===== src/rtl/tc_pkg.sv =====
// rtl/tc_pkg.sv - shared types and constants for the memory-mapped down-counting timer
package tc_pkg;

  typedef enum logic [1:0] {
    IDLE = 2'b00,
    LOAD = 2'b01,
    CNT  = 2'b10,
    INT  = 2'b11
  } tc_state_e;

  localparam logic [1:0] CTRL_OFF   = 2'b00;
  localparam logic [1:0] PRESET_OFF = 2'b01;
  localparam logic [1:0] COUNT_OFF  = 2'b10;

  localparam int EN_BIT   = 0;
  localparam int MODE_LSB = 1;
  localparam int MODE_MSB = 2;
  localparam int IM_BIT   = 3;
  localparam int CTRL_W   = 4;

  localparam logic [1:0] MODE_ONESHOT = 2'b00;
  localparam logic [1:0] MODE_RELOAD  = 2'b01;

endpackage


===== src/rtl/timer_counter.sv =====
// rtl/timer_counter.sv - memory-mapped down-counting timer with one-shot / auto-reload modes and IRQ
module timer_counter
  import tc_pkg::*;
#(
  parameter logic [31:0] BASE_ADDR = 32'h0000_7F00,
  parameter int          WIDTH     = 32
) (
  input  logic             clk,
  input  logic             reset,
  input  logic [31:0]      Addr,
  input  logic             WE,
  input  logic [WIDTH-1:0] Din,
  output logic [WIDTH-1:0] Dout,
  output logic             IRQ
);

  tc_state_e          state_q, state_d;
  logic [CTRL_W-1:0]  ctrl_q, ctrl_d;
  logic [WIDTH-1:0]   preset_q, preset_d;
  logic [WIDTH-1:0]   count_q, count_d;
  logic               irq_flag_q, irq_flag_d;
  logic               irq_q;

  logic wr_ctrl, wr_preset, en, reload, cnt_done;
  logic unused_addr;

  // Only Addr[3:2] selects a register; the instance base is decoded by the bridge.
  assign unused_addr = ^{Addr[31:4], Addr[1:0], BASE_ADDR};

  assign wr_ctrl   = WE && (Addr[3:2] == CTRL_OFF);
  assign wr_preset = WE && (Addr[3:2] == PRESET_OFF);
  assign en        = ctrl_q[EN_BIT];
  assign reload    = (ctrl_q[MODE_MSB:MODE_LSB] == MODE_RELOAD);
  assign cnt_done  = (count_q <= WIDTH'(1));

  always_ff @(posedge clk or negedge reset) begin
    if (!reset) begin
      state_q <= IDLE;
    end else begin
      state_q <= state_d;
    end
  end

  always_comb begin
    state_d = state_q;
    unique case (state_q)
      IDLE: if (en) state_d = LOAD;
      LOAD: state_d = CNT;
      CNT: begin
        if (!en) begin
          state_d = IDLE;
        end else if (cnt_done) begin
          state_d = INT;
        end
      end
      INT: state_d = IDLE;
      default: state_d = IDLE;
    endcase
  end

  always_comb begin
    ctrl_d     = ctrl_q;
    preset_d   = preset_q;
    count_d    = count_q;
    irq_flag_d = irq_flag_q;
    unique case (state_q)
      LOAD: count_d = preset_q;
      CNT: begin
        if (en) begin
          if (cnt_done) begin
            count_d    = '0;
            irq_flag_d = 1'b1;
          end else begin
            count_d = count_q - WIDTH'(1);
          end
        end
      end
      INT: begin
        if (reload) begin
          irq_flag_d = 1'b0;
        end else begin
          ctrl_d[EN_BIT] = 1'b0;
        end
      end
      default: ;
    endcase
    // Software writes land after the FSM update so they win in a same-cycle collision.
    if (wr_ctrl) begin
      ctrl_d     = Din[CTRL_W-1:0];
      irq_flag_d = 1'b0;
    end
    if (wr_preset) begin
      preset_d   = Din;
      irq_flag_d = 1'b0;
    end
  end

  always_ff @(posedge clk or negedge reset) begin
    if (!reset) begin
      ctrl_q     <= '0;
      preset_q   <= '0;
      count_q    <= '0;
      irq_flag_q <= 1'b0;
      irq_q      <= 1'b0;
    end else begin
      ctrl_q     <= ctrl_d;
      preset_q   <= preset_d;
      count_q    <= count_d;
      irq_flag_q <= irq_flag_d;
      irq_q      <= irq_flag_q & ctrl_q[IM_BIT];
    end
  end

  always_comb begin
    Dout = '0;
    unique case (Addr[3:2])
      CTRL_OFF:   Dout = {{(WIDTH-CTRL_W){1'b0}}, ctrl_q};
      PRESET_OFF: Dout = preset_q;
      COUNT_OFF:  Dout = count_q;
      default:    Dout = '0;
    endcase
  end

  assign IRQ = irq_q;

endmodule


===== config.mk =====
export PLATFORM = sky130hd
export DESIGN_NAME = timer_counter
export DESIGN_NICKNAME = d
export VERILOG_FILES = /design/src/rtl/tc_pkg.sv /design/src/rtl/timer_counter.sv
export SDC_FILE = /design/constraint.sdc
export NUM_CORES = 1
export LEC_CHECK = 0
export ABC_CLOCK_PERIOD_IN_PS = 3700
export BUFFER_PORTS_ARGS = -buffer_cell sky130_fd_sc_hd__buf_2
export CORE_MARGIN = 2
export CORE_UTILIZATION = 54
export DETAILED_ROUTE_END_ITERATION = 8
export GPL_TIMING_DRIVEN = 0
export HOLD_SLACK_MARGIN = 0.1
export PLACE_DENSITY = 0.91
export SLEW_MARGIN = 15
export SYNTH_ARGS = -nofsm -noshare
export SYNTH_HDL_FRONTEND = slang
export SYNTH_SLANG_ARGS = --single-unit
export TNS_END_PERCENT = 1

===== constraint.sdc =====
create_clock -name clk -period 3.7 [get_ports clk]
set_input_delay 0.555 -clock clk [delete_from_list [all_inputs] [get_ports clk]]
set_output_delay 0.555 -clock clk [all_outputs]
set_load 0.01 [all_outputs]

# Word level (Yosys, flattened, before mapping)
# Index checks and enable logic that the tools add are counted.
op_classes:
  n_bitwise: 1
  n_mul: 0
  n_addsub: 1
  reduce_logical: 11
  magnitude_cmp: 1
  n_div: 0
  n_eq_ne: 13
  shift: 0
  mux: 17
op_table:
  columns: ["operator", "n"]
  rows:
  - ["$pmux 32 s3", 1]
  - ["$mux 32", 2]
  - ["$pmux 32 s2", 1]
  - ["$le 32x1->1 const B", 1]
  - ["$sub 32x1->32 const B", 1]
  - ["$ne 4x4->1 const B", 3]
  - ["$mux 1", 8]
  - ["$pmux 2 s4", 1]
  - ["$eq 2x1->1 const B", 3]
  - ["$eq 2x2->1 const B", 3]
  - ["$mux 2", 3]
  - ["$ne 2x2->1 const B", 3]
  - ["$reduce_and 2->1", 3]
  - ["$logic_not 2->1", 2]
  - ["$reduce_and 4->1", 1]
  - ["$reduce_bool 2->1", 2]
  - ["$reduce_bool 4->1", 1]
  - ["$ne 3x3->1 const B", 1]
  - ["$logic_and 1x1->1", 2]
  - ["$pmux 1 s2", 1]
  - ["$and 1x1->1", 1]
totals:
  out_inout_bits: 33
  ram_bits: 0
  elab_cells: 51
  latchBits: 0
  n_memories: 0
  rom_bits: 0
  ff_bits: 72

# Longest topological paths before layout
# Gate-level depths: netlist of the first run.
depth:
  depth_word: 6
  ltp_mapped: 8

# Worst setup path after synthesis of the first run
# Ideal clock, no wire load.
synth_path:
  path_type: "register to register"
  startpoint: "register count_q[25]"
  endpoint: "register count_q[2]"
  t_required_ns: 3.579
  setup_time_ns: 0.121
  path_stages_with_launch: 7
  period_less_slack_ns: 2.692
  path_buffers: 0
  t_arrival_ns: 2.571
  slack_ns: 1.008
  cell_sequence: "dfrtp_1 > or4_4 > or4_1 > or4_4 > o21a_4 > a32o_1 > a22o_1"
synth_between:
  elab_chain_cells: 4
synth_lines:
  columns: ["item", "line_no", "source"]
  rows:
  - ["start, declared", "timer_counter.sv:20", "logic [WIDTH-1:0] count_q, count_d;"]
  - ["start signal, assigned", "timer_counter.sv:108", "count_q <= count_d;"]
  - ["$le 32x1->1", "timer_counter.sv:34", "assign cnt_done = (count_q <= WIDTH'(1));"]
  - ["$mux 32", "timer_counter.sv:70", "if (cnt_done) begin"]
  - ["$mux 32", "timer_counter.sv:69", "if (en) begin"]
  - ["$pmux 32 s2", "timer_counter.sv:66", "unique case (state_q)"]
# No other way between the ends. The select of a mux whose other input is x is not followed.
# A chain may end at the register's enable or synchronous reset.

# Worst setup path after layout of the first run
layout_path:
  startpoint: "input port Addr[3]"
  endpoint: "output port Dout[8]"
layout_between:
  elab_chain_cells: 2
layout_lines:
  columns: ["item", "line_no", "source"]
  rows:
  - ["start, declared", "timer_counter.sv:10", "input logic [31:0] Addr,"]
  - ["$eq 2x2->1, or another cell as far along", "timer_counter.sv:116", "unique case (Addr[3:2])"]
  - ["$pmux 32 s3 (*)", "timer_counter.sv:116", null]
  - ["end, declared", "timer_counter.sv:13", "output logic [WIDTH-1:0] Dout,"]
# Every way passes the cells marked *; elsewhere a longest branch is shown, timed or not.

==> results of run 1 <==
kinds of logic after synthesis:
group	after synthesis
fa+ha+maj	2
mux	42
simple gates	110
compound gates	126
flops	72
buf+inv	40
registers in the layout (all words and copies together) (netlist names):
name / cells
state_q: 2
irq_flag_q: 1
count_q: 32
preset_q: 32
IRQ: 1
ctrl_q: 4
layer usage:
layer	part of all wire	global-route usage	vias to the layer above
met5	0	0	-
met4	0.034	0.129	0
met3	0.096	0.0469	44
met2	0.47	0.454	272
met1	0.40	0.378	1757
li1	-	-	1652
worst register-to-register path: stages (launching register included):
cell and delay [ns]:
dfrtp_1 0.43, inv_1 0.13, ha_1 0.21, or3b_2 0.48
nor2_1 0.42, nand2_1 0.37, nor4_1 0.52, mux2i_1 0.23
o22ai_1 0.09
metrics by stage:
step	hold slack, ns	util
3_3_place_gp	0.480	0.618
5_1_grt	0.190	0.644
6_report	0.153	0.644
4_1_cts	0.173	0.644
3_5_place_dp	0.484	0.621
2_1_floorplan	0.259	-
cell usage in the layout, fill, tap and decap left out, drive strengths merged, types with 2 or more instances in the layout:
| cell | synthesis | routed |
|---|---|---|
| nand2 | 24 | 24 |
| a22oi | 8 | 8 |
| o31ai | 3 | 3 |
| o21a | 2 | 2 |
| clkbuf | 15 | 27 |
| a21boi | 3 | 3 |
| nand2b | 3 | 3 |
| a21oi | 11 | 11 |
| nand3 | 8 | 8 |
| o211ai | 3 | 3 |
| mux2 | 35 | 35 |
| a221o | 4 | 4 |
| a32oi | 6 | 6 |
| and2 | 4 | 4 |
| o21ai | 30 | 30 |
| a21o | 4 | 4 |
| o22ai | 8 | 8 |
| nor2 | 19 | 19 |
| or3 | 5 | 5 |
| dfrtp | 72 | 72 |
| ha | 2 | 2 |
| nor4 | 9 | 9 |
| mux2i | 7 | 7 |
| or4 | 9 | 9 |
| nor3 | 13 | 13 |
| o2bb2ai | 5 | 5 |
| o41ai | 3 | 3 |
| nand4 | 4 | 4 |
| inv | 13 | 13 |
| nor2b | 7 | 7 |
| buf | 12 | 81 |
| a22o | 34 | 34 |
power by group through the flow:
stage	registers, mW	clock network, mW	logic, mW
after floorplan	1.24	0	0.973
after CTS	1.31	0.547	1.35
after global placement	1.30	0	1.28
after global routing	1.36	0.580	1.50
after detailed placement	1.32	0	1.34
final	1.32	0.544	1.38
area by class of cell:
cell class / instances / area, µm² / area share
multi-input combinational: 280 / 2000 / 0.434
sequential: 72 / 1800 / 0.390
timing repair buffer: 69 / 363 / 0.0786
clock buffer: 12 / 155 / 0.0336
tap: 99 / 124 / 0.0268
buffer: 27 / 118 / 0.0255
inverter: 13 / 48.8 / 0.0106
clock inverter: 1 / 5.00 / 0.00108
synthesized netlist by cell type (all sizes together), types with 5 or more instances:
master	instances
nor3	13
mux2i	7
or4	9
nor2b	7
mux2	35
nand3	8
or3	5
nor2	19
buf	12
dfrtp	72
o2bb2ai	5
clkbuf	15
a22o	34
o22ai	8
a32oi	6
o21ai	30
inv	13
a22oi	8
nand2	24
a21oi	11
nor4	9
worst max path at each step:
| stage | from | endpoint | slack, ns | cells past startpoint |
|---|---|---|---|---|
| after floorplan | count_q[25] | count_q[2] | 1.01 | 6 |
| after global placement | Addr[3] | Dout[13] | 0.70 | 6 |
| after detailed placement | Addr[3] | Dout[8] | 0.63 | 6 |
| after CTS | Addr[3] | Dout[8] | 0.62 | 6 |
| after global routing | Addr[3] | Dout[13] | 0.54 | 6 |
| final | Addr[3] | Dout[8] | 0.61 | 6 |
==> results.md, run 1 <==
- Status: completed
- Adder-cell share of the synthesized area: 0.00630
- Clock root buffer master: clkbuf_8
- Fin crit period: 3.09 ns
- Post-synth EDFFs: 0
- Syn_nets: 461
- CP max-delay cell: clkbuf_1
- Synth top area share: 0.454
- Chip Height: between 80 and 90 µm
- CP Class: in -> out
- Worst reg2reg path endpoint: count_q[28]
- Post-synthesis cell count: about 390
- Crit path cell chain: clkbuf_1 > nor2b_1 > clkbuf_1 > buf_1 > a22o_1 > buf_2
- Antenna-violating nets left: 0
- Compound-Gate Fraction of Synth Area: 0.235
- CTS Buffer Depth: 2
- Clk sinks: 72
- Post-CTS sizing: 0
- Postcts setup bufs: 0
- Dpl ws: 0.630 ns
- Synth Area in XOR/XNOR: 0
- Count of cell types in the netlist: 48
- Sequential power share: 0.408
- Area growth syn-to-layout: 16.3%
- Power Dens Cells: 703 nW/µm²
- P_sw: 1.39 mW
- Crit-path max cell delay: 0.56 ns
- TritonCTS buffer count: 9
- Clock transition at path regs: 0.07 ns
- Ys flop type: dfrtp_1
- Clock share of power: 0.168
- Final Cell Area: 4620 µm²
- Reg2Reg Depth: 8
- Worst Slack Setup Final: 0.607 ns
- Final setup viols: 0
- Leakage: a little over 2 nW
- Number of fill cells: 576
- Fin crit share: 0.836
- N_diodes: 0
- Top-Level Pins: 100
- Grt ovf: 0
- HP Class: in -> async
- Switching Fraction: 0.429
- All-Layer GR Usage: 0.282
- First-pass GRT wire length: 18300 µm
- Final Max Slew Viols: 0
- Final hold violations: 0
- H-tree depth: 3
- Initial antenna violation count: 0
- Synth top area cells: dfrtp_1 45%, mux2_2 9.9%, a22o_1 7.5%, o21ai_0 3.3%, nand2_1 2.3%
- Row cnt: 31
- Total die area: 8060 µm²
- Largest family of logic cells by synthesized area: compound AO/OA/AOI/OAI gates
- Vias/cell: 6.50
- CP dominant cell by count: clkbuf_1
- #FFs+latches synth: 72
- Syn avg cell area: 10.1 µm²
- Core area: 7180 µm²
- VDD IR max: around 0.00034 V
- Initial Util: 0.553
- Pin count of the biggest net entering global routing: 38
- Critical Path End Type: output port
- CP Data Required Time: ~3.1 ns
- Slew headroom: 0.493
- DR pass1 iterations: 5
- Routability cong.: 0.999
- DRC: 0
- # hold bufs at CTS: 0
- # nets final: 541
- Register area share after synthesis: 0.454
- Worst skew pair latency: 0.35 ns
- Delay-heaviest family, CP: buffers and inverters
- Placed Area: 4460 µm²
- Synth warn: 0
- Worst path buffer plus inverter count: 4
- WL final: 11200 µm
- Wire per inst: between 15 and 20 µm
- Vias in the first global route: 3581
- Comb pwr share: 0.424
- Worst Setup Start Kind: input port
- Internal power: 1.85 mW
- Iteration-0 DRC Markers: 416
- Layout cell share with drive strength beyond 1: 0.274
- Crit Path Max Fanout: 10
- Die W: 89.8 µm
- Reg2reg start: count_q[1]
- Non-filler cells in the finished layout: 573
- Final setup TNS: 0 ns
- Critical path arrival: 2.54 ns
- CTS tree: done
- Max-cap violations: 0
- Clock Skews: 0.00694 ns
- Total power: roughly 3.2 mW
- R2R Setup Slk: 0.69 ns
- Vias: 3725
- Slew @ Worst Pin: 0.753 ns
- Async set-reset flop share out of synthesis: 1.00
- Hpwl dp: 7830 µm
- Mux contribution to synthesized area: 0.117
- Synth Cell Area: approximately 4000 µm²
- Fmax: 323 MHz
- Cells after DPL: 560
- Cell taking the most area after synthesis: dfrtp_1
- RSZ-0062 raised after global routing: no
- Port-buffer cells: between 60 and 70
- Synth Area in Simple Gates: 0.146
Note: power is estimated with default switching activity, not from simulation.
==> run 2: changes to the inputs <==
--- a/config.mk
+++ b/config.mk
@@ -5,10 +5,11 @@
 export SDC_FILE = /design/constraint.sdc
 export NUM_CORES = 1
 export LEC_CHECK = 0
-export ABC_CLOCK_PERIOD_IN_PS = 3700
+export ABC_AREA = 1
+export ABC_CLOCK_PERIOD_IN_PS = 3250
 export BUFFER_PORTS_ARGS = -buffer_cell sky130_fd_sc_hd__buf_2
 export CORE_MARGIN = 2
-export CORE_UTILIZATION = 54
+export CORE_UTILIZATION = 55
 export DETAILED_ROUTE_END_ITERATION = 8
 export GPL_TIMING_DRIVEN = 0
 export HOLD_SLACK_MARGIN = 0.1
==> constraint.sdc (replaced) <==
create_clock -name clk -period 3.25 [get_ports clk]
set_input_delay 0.4875 -clock clk [delete_from_list [all_inputs] [get_ports clk]]
set_output_delay 0.4875 -clock clk [all_outputs]
set_load 0.01 [all_outputs]
==> run 2 against run 1 <==
Against the previous run:
- via count rose by 16%
- critical path depth did not move
- critical endpoint is now Dout[4]
- hold slack improved by 0.19 ns
==> results.md, run 2 <==
- RSZ-0062 raised after global routing: no
- Reg2Reg Depth: 8
- Post-synthesis cell count: around 590
- Commonest non-fill, non-tap cell in the layout: nand2_1
- Worst Setup Start Kind: input port
- Sequential power share: 0.389
- Reg2reg start: count_q[2]
- Hold depth: 2
- Syn avg cell area: 7.52 µm²
- Status: completed
- Final hold violations: 0
- DRC: 0
- CP Class: in -> out
- Async set-reset flop share out of synthesis: 1.00
- Critical Path End Type: output port
- Final setup TNS: 0 ns
- Final setup viols: 0
- All-Layer GR Usage: 0.303
- DR pass1 iterations: 6
- Slew headroom: 0.559
- Iteration-0 DRC Markers: 311
- Worst reg2reg path endpoint: count_q[29]
- Chip Height: between 90 and 100 µm
- Area growth syn-to-layout: 15.4%
- Most frequent cells in the layout: 160 x nand2_1, 75 x buf_2, 72 x dfrtp_1, 65 x inv_1, 64 x o21ai_0
- Routability cong.: 0.945
- First-pass GRT wire length: 20100 µm
- Synth top cells by count: 160 x nand2_1, 72 x dfrtp_1, 65 x inv_1, 64 x o21ai_0, 56 x nor2_1
- Crit-path max cell delay: about 0.56 ns
- Fin crit period: around 2.5 ns
- Cell taking the most area after synthesis: dfrtp_1
- Top-Level Pins: 100
- Clock Skews: 0.0127 ns
- Internal power: 2.11 mW
- Post-synth EDFFs: 0
- Worst skew pair latency: 0.35 ns
- Pin count of the biggest net entering global routing: 46
- Final Cell Area: 5080 µm²
- Crit Path Max Fanout: 10
- Hold Path End: preset_q[14]
- Grt ovf: 0
- Total die area: 8730 µm²
- Final Max Slew Viols: 0
- #FFs+latches synth: 72
- Vias/cell: about 5.6
- CTS Buffer Depth: 2
- Synth top area cells: dfrtp_1 41%, nand2_1 14%, o21ai_0 7.3%, inv_1 5.5%, mux2_2 5.4%
- CP Data Required Time: 2.76 ns
- Power Dens Cells: 770 nW/µm²
- H-tree depth: 3
- Critical path arrival: 2.06 ns
- Post-CTS sizing: 0
- Synth warn: 0
- Clock share of power: 0.162
- Fin crit share: 0.783
- Slew @ Worst Pin: 0.661 ns
- Crit path cell chain: buf_2 > nor2_2 > clkbuf_1 > nand2_1 > o21ai_0 > buf_2
- Number of fill cells: around 680
- Clock root buffer master: clkbuf_8
- Port-buffer cells: 69
- Ys flop type: dfrtp_1
- Initial antenna violation count: 0
- CP dominant cell by count: buf_2
- Vias in the first global route: a little over 4k
- VDD IR max: 0.000393 V
- TritonCTS buffer count: 9
- Leakage: roughly 2.5 nW
- Top Registers: count_q (32), preset_q (32), ctrl_q (4)
- HP Class: in -> reg
- R2R Setup Slk: 1.30 ns
- Core area: 7730 µm²
- WL final: 12600 µm
- Hpwl dp: 9210 µm
- Max-cap violations: 0
- Fmax: slightly below 400 MHz
- Vias: 4326
- Count of cell types in the netlist: 32
- N_diodes: 0
- Most frequent cell after synthesis: nand2_1
- Layout cell share with drive strength beyond 1: 0.226
- CTS tree: done
- Synth top area share: 0.409
- Die W: 93.5 µm
- Wire per inst: 16.3 µm
- Switching Fraction: 0.460
- Worst hold start: Din[14]
- # nets final: 736
- Comb pwr share: 0.449
- Syn_nets: 654
- Antenna-violating nets left: 0
- P_sw: 1.80 mW
- Clock transition at path regs: approximately 0.08 ns
- CP max-delay cell: clkbuf_1
- Row cnt: 32
- Crit path from: Addr[3]
- Synth Cell Area: 4400 µm²
- Register area share after synthesis: 0.409
- Placed Area: 4900 µm²
- Initial Util: 0.570
- Clk sinks: 72
==> run 2: layout make-up <==
class	instances	area [µm²]	area share
Clock inverter	3	17.5	0.00345
Inverter	68	255	0.0502
Buffer	20	118	0.0231
Tap cell	102	128	0.0251
Sequential cell	72	1800	0.355
Clock buffer	13	149	0.0293
Multi-Input combinational cell	425	2230	0.438
Timing Repair Buffer	71	385	0.0758
==> run 2: repair_timing <==
| item | 4_1_cts | 5_1_grt |
|---|---|---|
| endpoints found under the hold margin | 27 | 0 |
| setup buffers | 0 | 0 |
| hold buffers | 1 | 0 |
==> run 2: kinds of logic (layout without fill, tap and decap cells) <==
kind of cell	count (synthesis)	count (layout)	share of synthesized area
adder cells (fa/ha/maj)	2	2	0.00568
multiplexers	24	24	0.0614
buffers and inverters	88	175	0.0847
XOR/XNOR	13	13	0.0259
AND/OR/NAND/NOR	283	283	0.287
flip-flops	72	72	0.409
AO/OA/AOI/OAI	103	103	0.126
==> run 2: worst max path at each step <==
| stage | cells past startpoint | slack [ns] | to |
|---|---|---|---|
| after floorplan | 5 | 1.50 | Dout[11] |
| after global placement | 6 | 0.76 | Dout[4] |
| after detailed placement | 6 | 0.76 | Dout[4] |
| after CTS | 6 | 0.75 | Dout[4] |
| after global routing | 7 | 0.65 | Dout[4] |
| final | 6 | 0.71 | Dout[4] |
==> run 2: worst max-delay path, delay by kind of cell <==
family / cells / cell delay, ns
buf+inv: 3 / 0.87
compound gates: 1 / 0.14
simple gates: 2 / 0.56
==> run 2: per-stage QoR <==
| step | setup slack, ns | util | std cells | hold slack [ns] | total power, mW |
|---|---|---|---|---|---|
| 5_1_grt | 0.649 | 0.658 | 774 | 0.357 | 4.18 |
| 3_5_place_dp | 0.756 | 0.635 | 757 | 0.445 | 3.24 |
| 6_report | 0.705 | 0.658 | 774 | 0.346 | 3.91 |
| 2_1_floorplan | 1.50 | - | 585 | 0.192 | 2.70 |
| 4_1_cts | 0.749 | 0.658 | 774 | 0.343 | 3.88 |
| 3_3_place_gp | 0.764 | 0.631 | 756 | 0.456 | 3.15 |
==> run 2: power groups by stage <==
stage / Clock [mW] / Combinational [mW] / Sequential, mW
floorplan: 0 / 1.26 / 1.44
global placement: 0 / 1.65 / 1.51
detailed placement: 0 / 1.71 / 1.52
CTS: 0.642 / 1.73 / 1.51
global route: 0.677 / 1.95 / 1.56
finish: 0.634 / 1.76 / 1.52
==> run 2: layer usage <==
metal  part of all wire  vias up  wire length (µm)  global-route usage
li1                   -     2039                 -                   -
met4              0.032        0               410               0.143
met3              0.073       41               927              0.0411
met2               0.48      205              6060               0.495
met1               0.42     2041              5250               0.400
met5                  0        -                 0                   0
==> run 3: changes to the inputs <==
--- a/config.mk
+++ b/config.mk
@@ -6,7 +6,7 @@
 export NUM_CORES = 1
 export LEC_CHECK = 0
 export ABC_AREA = 1
-export ABC_CLOCK_PERIOD_IN_PS = 3250
+export ABC_CLOCK_PERIOD_IN_PS = 2540
 export BUFFER_PORTS_ARGS = -buffer_cell sky130_fd_sc_hd__buf_2
 export CORE_MARGIN = 2
 export CORE_UTILIZATION = 55
==> constraint.sdc (replaced) <==
create_clock -name clk -period 2.54 [get_ports clk]
set_input_delay 0.381 -clock clk [delete_from_list [all_inputs] [get_ports clk]]
set_output_delay 0.381 -clock clk [all_outputs]
set_load 0.01 [all_outputs]
==> run 3 against run 2 <==
Against the previous run:
- first-iteration DRC count down 5.5%
- routed wire length shrank 0.22%
- largest power group unchanged
- critical endpoint unchanged
- design area stayed put
- core utilization stayed put
- register-to-register slack worse by 0.72 ns
==> results.md, run 3 (synthesis gave the netlist of run 2 again) <==
- Status: completed
- Slew headroom: 0.564
- CP Class: in -> out
- Initial Util: 0.570
- TritonCTS buffer count: 9
- P_sw: 2.29 mW
- Clk sinks: 72
- WL final: 12600 µm
- Cells after DPL: about 760
- CP Data Required Time: 2.16 ns
- Critical Path End Type: output port
- Fin crit period: 2.34 ns
- Top-Level Pins: 100
- Comb pwr share: 0.449
- Top Registers: count_q (32), preset_q (32), ctrl_q (4)
- Row cnt: 32
- Layout cell share with drive strength beyond 1: 0.226
- Util after Layout: 0.658
- Clock transition at path regs: approximately 0.080 ns
- Dpl ws: between 0.2 and 0.3 ns
- VDD IR max: 0.000502 V
- Worst Setup Start Kind: input port
- Die W: 93.5 µm
- Wire per inst: ~16 µm
- Clock root buffer master: clkbuf_8
- Placed Area: 4900 µm²
- Vias in the first global route: 4125
- H-tree depth: 3
- Clock Skews: 0.0128 ns
- DR pass1 iterations: 6
- Chip Height: 93.5 µm
- First-pass GRT wire length: 20100 µm
- Iteration-0 DRC Markers: 294
- CTS Buffer Depth: 2
- Internal power: 2.71 mW
- Worst Slack Setup Final: 0.200 ns
- Vias/cell: 5.55
- Switching Fraction: 0.459
- Antenna-violating nets left: 0
- Clock share of power: 0.162
- Commonest non-fill, non-tap cell in the layout: nand2_1
- CTS tree: done
- Final setup TNS: 0 ns
- Core area: 7730 µm²
- Most frequent cells in the layout: 160 x nand2_1, 75 x buf_2, 72 x dfrtp_1, 65 x inv_1, 64 x o21ai_0
- Sequential power share: 0.389
- CP dominant cell by count: buf_2
- Max-cap violations: 0
- Crit-path max cell delay: 0.56 ns
- Final Max Slew Viols: 0
- HP Class: in -> reg
- Routability cong.: 0.945
- Number of fill cells: ~680
- Hpwl dp: 9210 µm
- CP max-delay cell: clkbuf_1
- All-Layer GR Usage: 0.304
- Port-buffer cells: 69
- Critical path arrival: 1.96 ns
- Total die area: 8730 µm²
- # nets final: 736
- Initial antenna violation count: 0
- RSZ-0062 raised after global routing: no
- Grt ovf: 0
- Vias: 4297
- Final Cell Area: 5080 µm²
- Worst skew pair latency: between 0.3 and 0.4 ns
- Power Dens Cells: 984 nW/µm²
- Fin crit share: 0.921
- DRC: 0
- Final setup viols: 0
- N_diodes: 0
- Total power: 5.00 mW
- Worst hold slack: 0.240 ns
- Leakage: 2.53 nW
- Fmax: 427 MHz
- Pin count of the biggest net entering global routing: 46
- Crit Path Max Fanout: 10
- Post-CTS sizing: 0
- Non-filler cells in the finished layout: 774
- Crit path cell chain: buf_2 > inv_1 > nor2_2 > clkbuf_1 > nand2_1 > o21ai_0 > buf_2
- Slew @ Worst Pin: 0.654 ns
- Area growth syn-to-layout: 15.4%
- Final hold violations: 0
-- run 3: final timing paths --
path,startpoint,to,slack (ns),cells past startpoint
max,Addr[2],Dout[4],0.20,7
min,Din[14],preset_q[14],0.24,2
max reg2reg,count_q[2],count_q[29],0.58,8
min reg2reg,irq_flag_q,IRQ,0.50,2
max in group asynchronous,reset,preset_q[4],1.47,3
min in group asynchronous,reset,count_q[21],0.49,2
-- run 3: power groups by stage --
stage / Sequential (mW) / Clock, mW / Combinational [mW]
floorplan: 1.84 / 0 / 1.61
global placement: 1.93 / 0 / 2.11
detailed placement: 1.95 / 0 / 2.19
CTS: 1.93 / 0.822 / 2.21
global route: 1.99 / 0.867 / 2.49
finish: 1.95 / 0.811 / 2.24
-- run 3: critical path: cells and delay by family --
family,cells,cell delay (ns)
buffers and inverters,4,0.89
AOI/OAI and AO/OA,1,0.14
and+or+nand+nor,2,0.53
-- run 3: routing by layer --
layer / part of all wire / vias up / track usage
li1: - / 2046 / -
met1: 0.42 / 2020 / 0.402
met2: 0.48 / 194 / 0.496
met3: 0.071 / 37 / 0.0411
met4: 0.028 / 0 / 0.138
met5: 0 / - / 0
-- run 3: repair_timing --
item | CTS | global route
buffers inserted | 0 | 0
hold buffers | 1 | 0
endpoints found under the setup margin | 0 | 0
endpoints found under the hold margin | 27 | 0
-- run 3: cell type report --
cell class / instances / area, µm² / share of cell area
buffer: 20 / 118 / 0.0231
clock buffer: 13 / 149 / 0.0293
clock inverter: 3 / 17.5 / 0.00345
inverter: 68 / 255 / 0.0502
multi-input combinational: 425 / 2230 / 0.438
sequential: 72 / 1800 / 0.355
tap: 102 / 128 / 0.0251
timing repair buffer: 71 / 385 / 0.0758
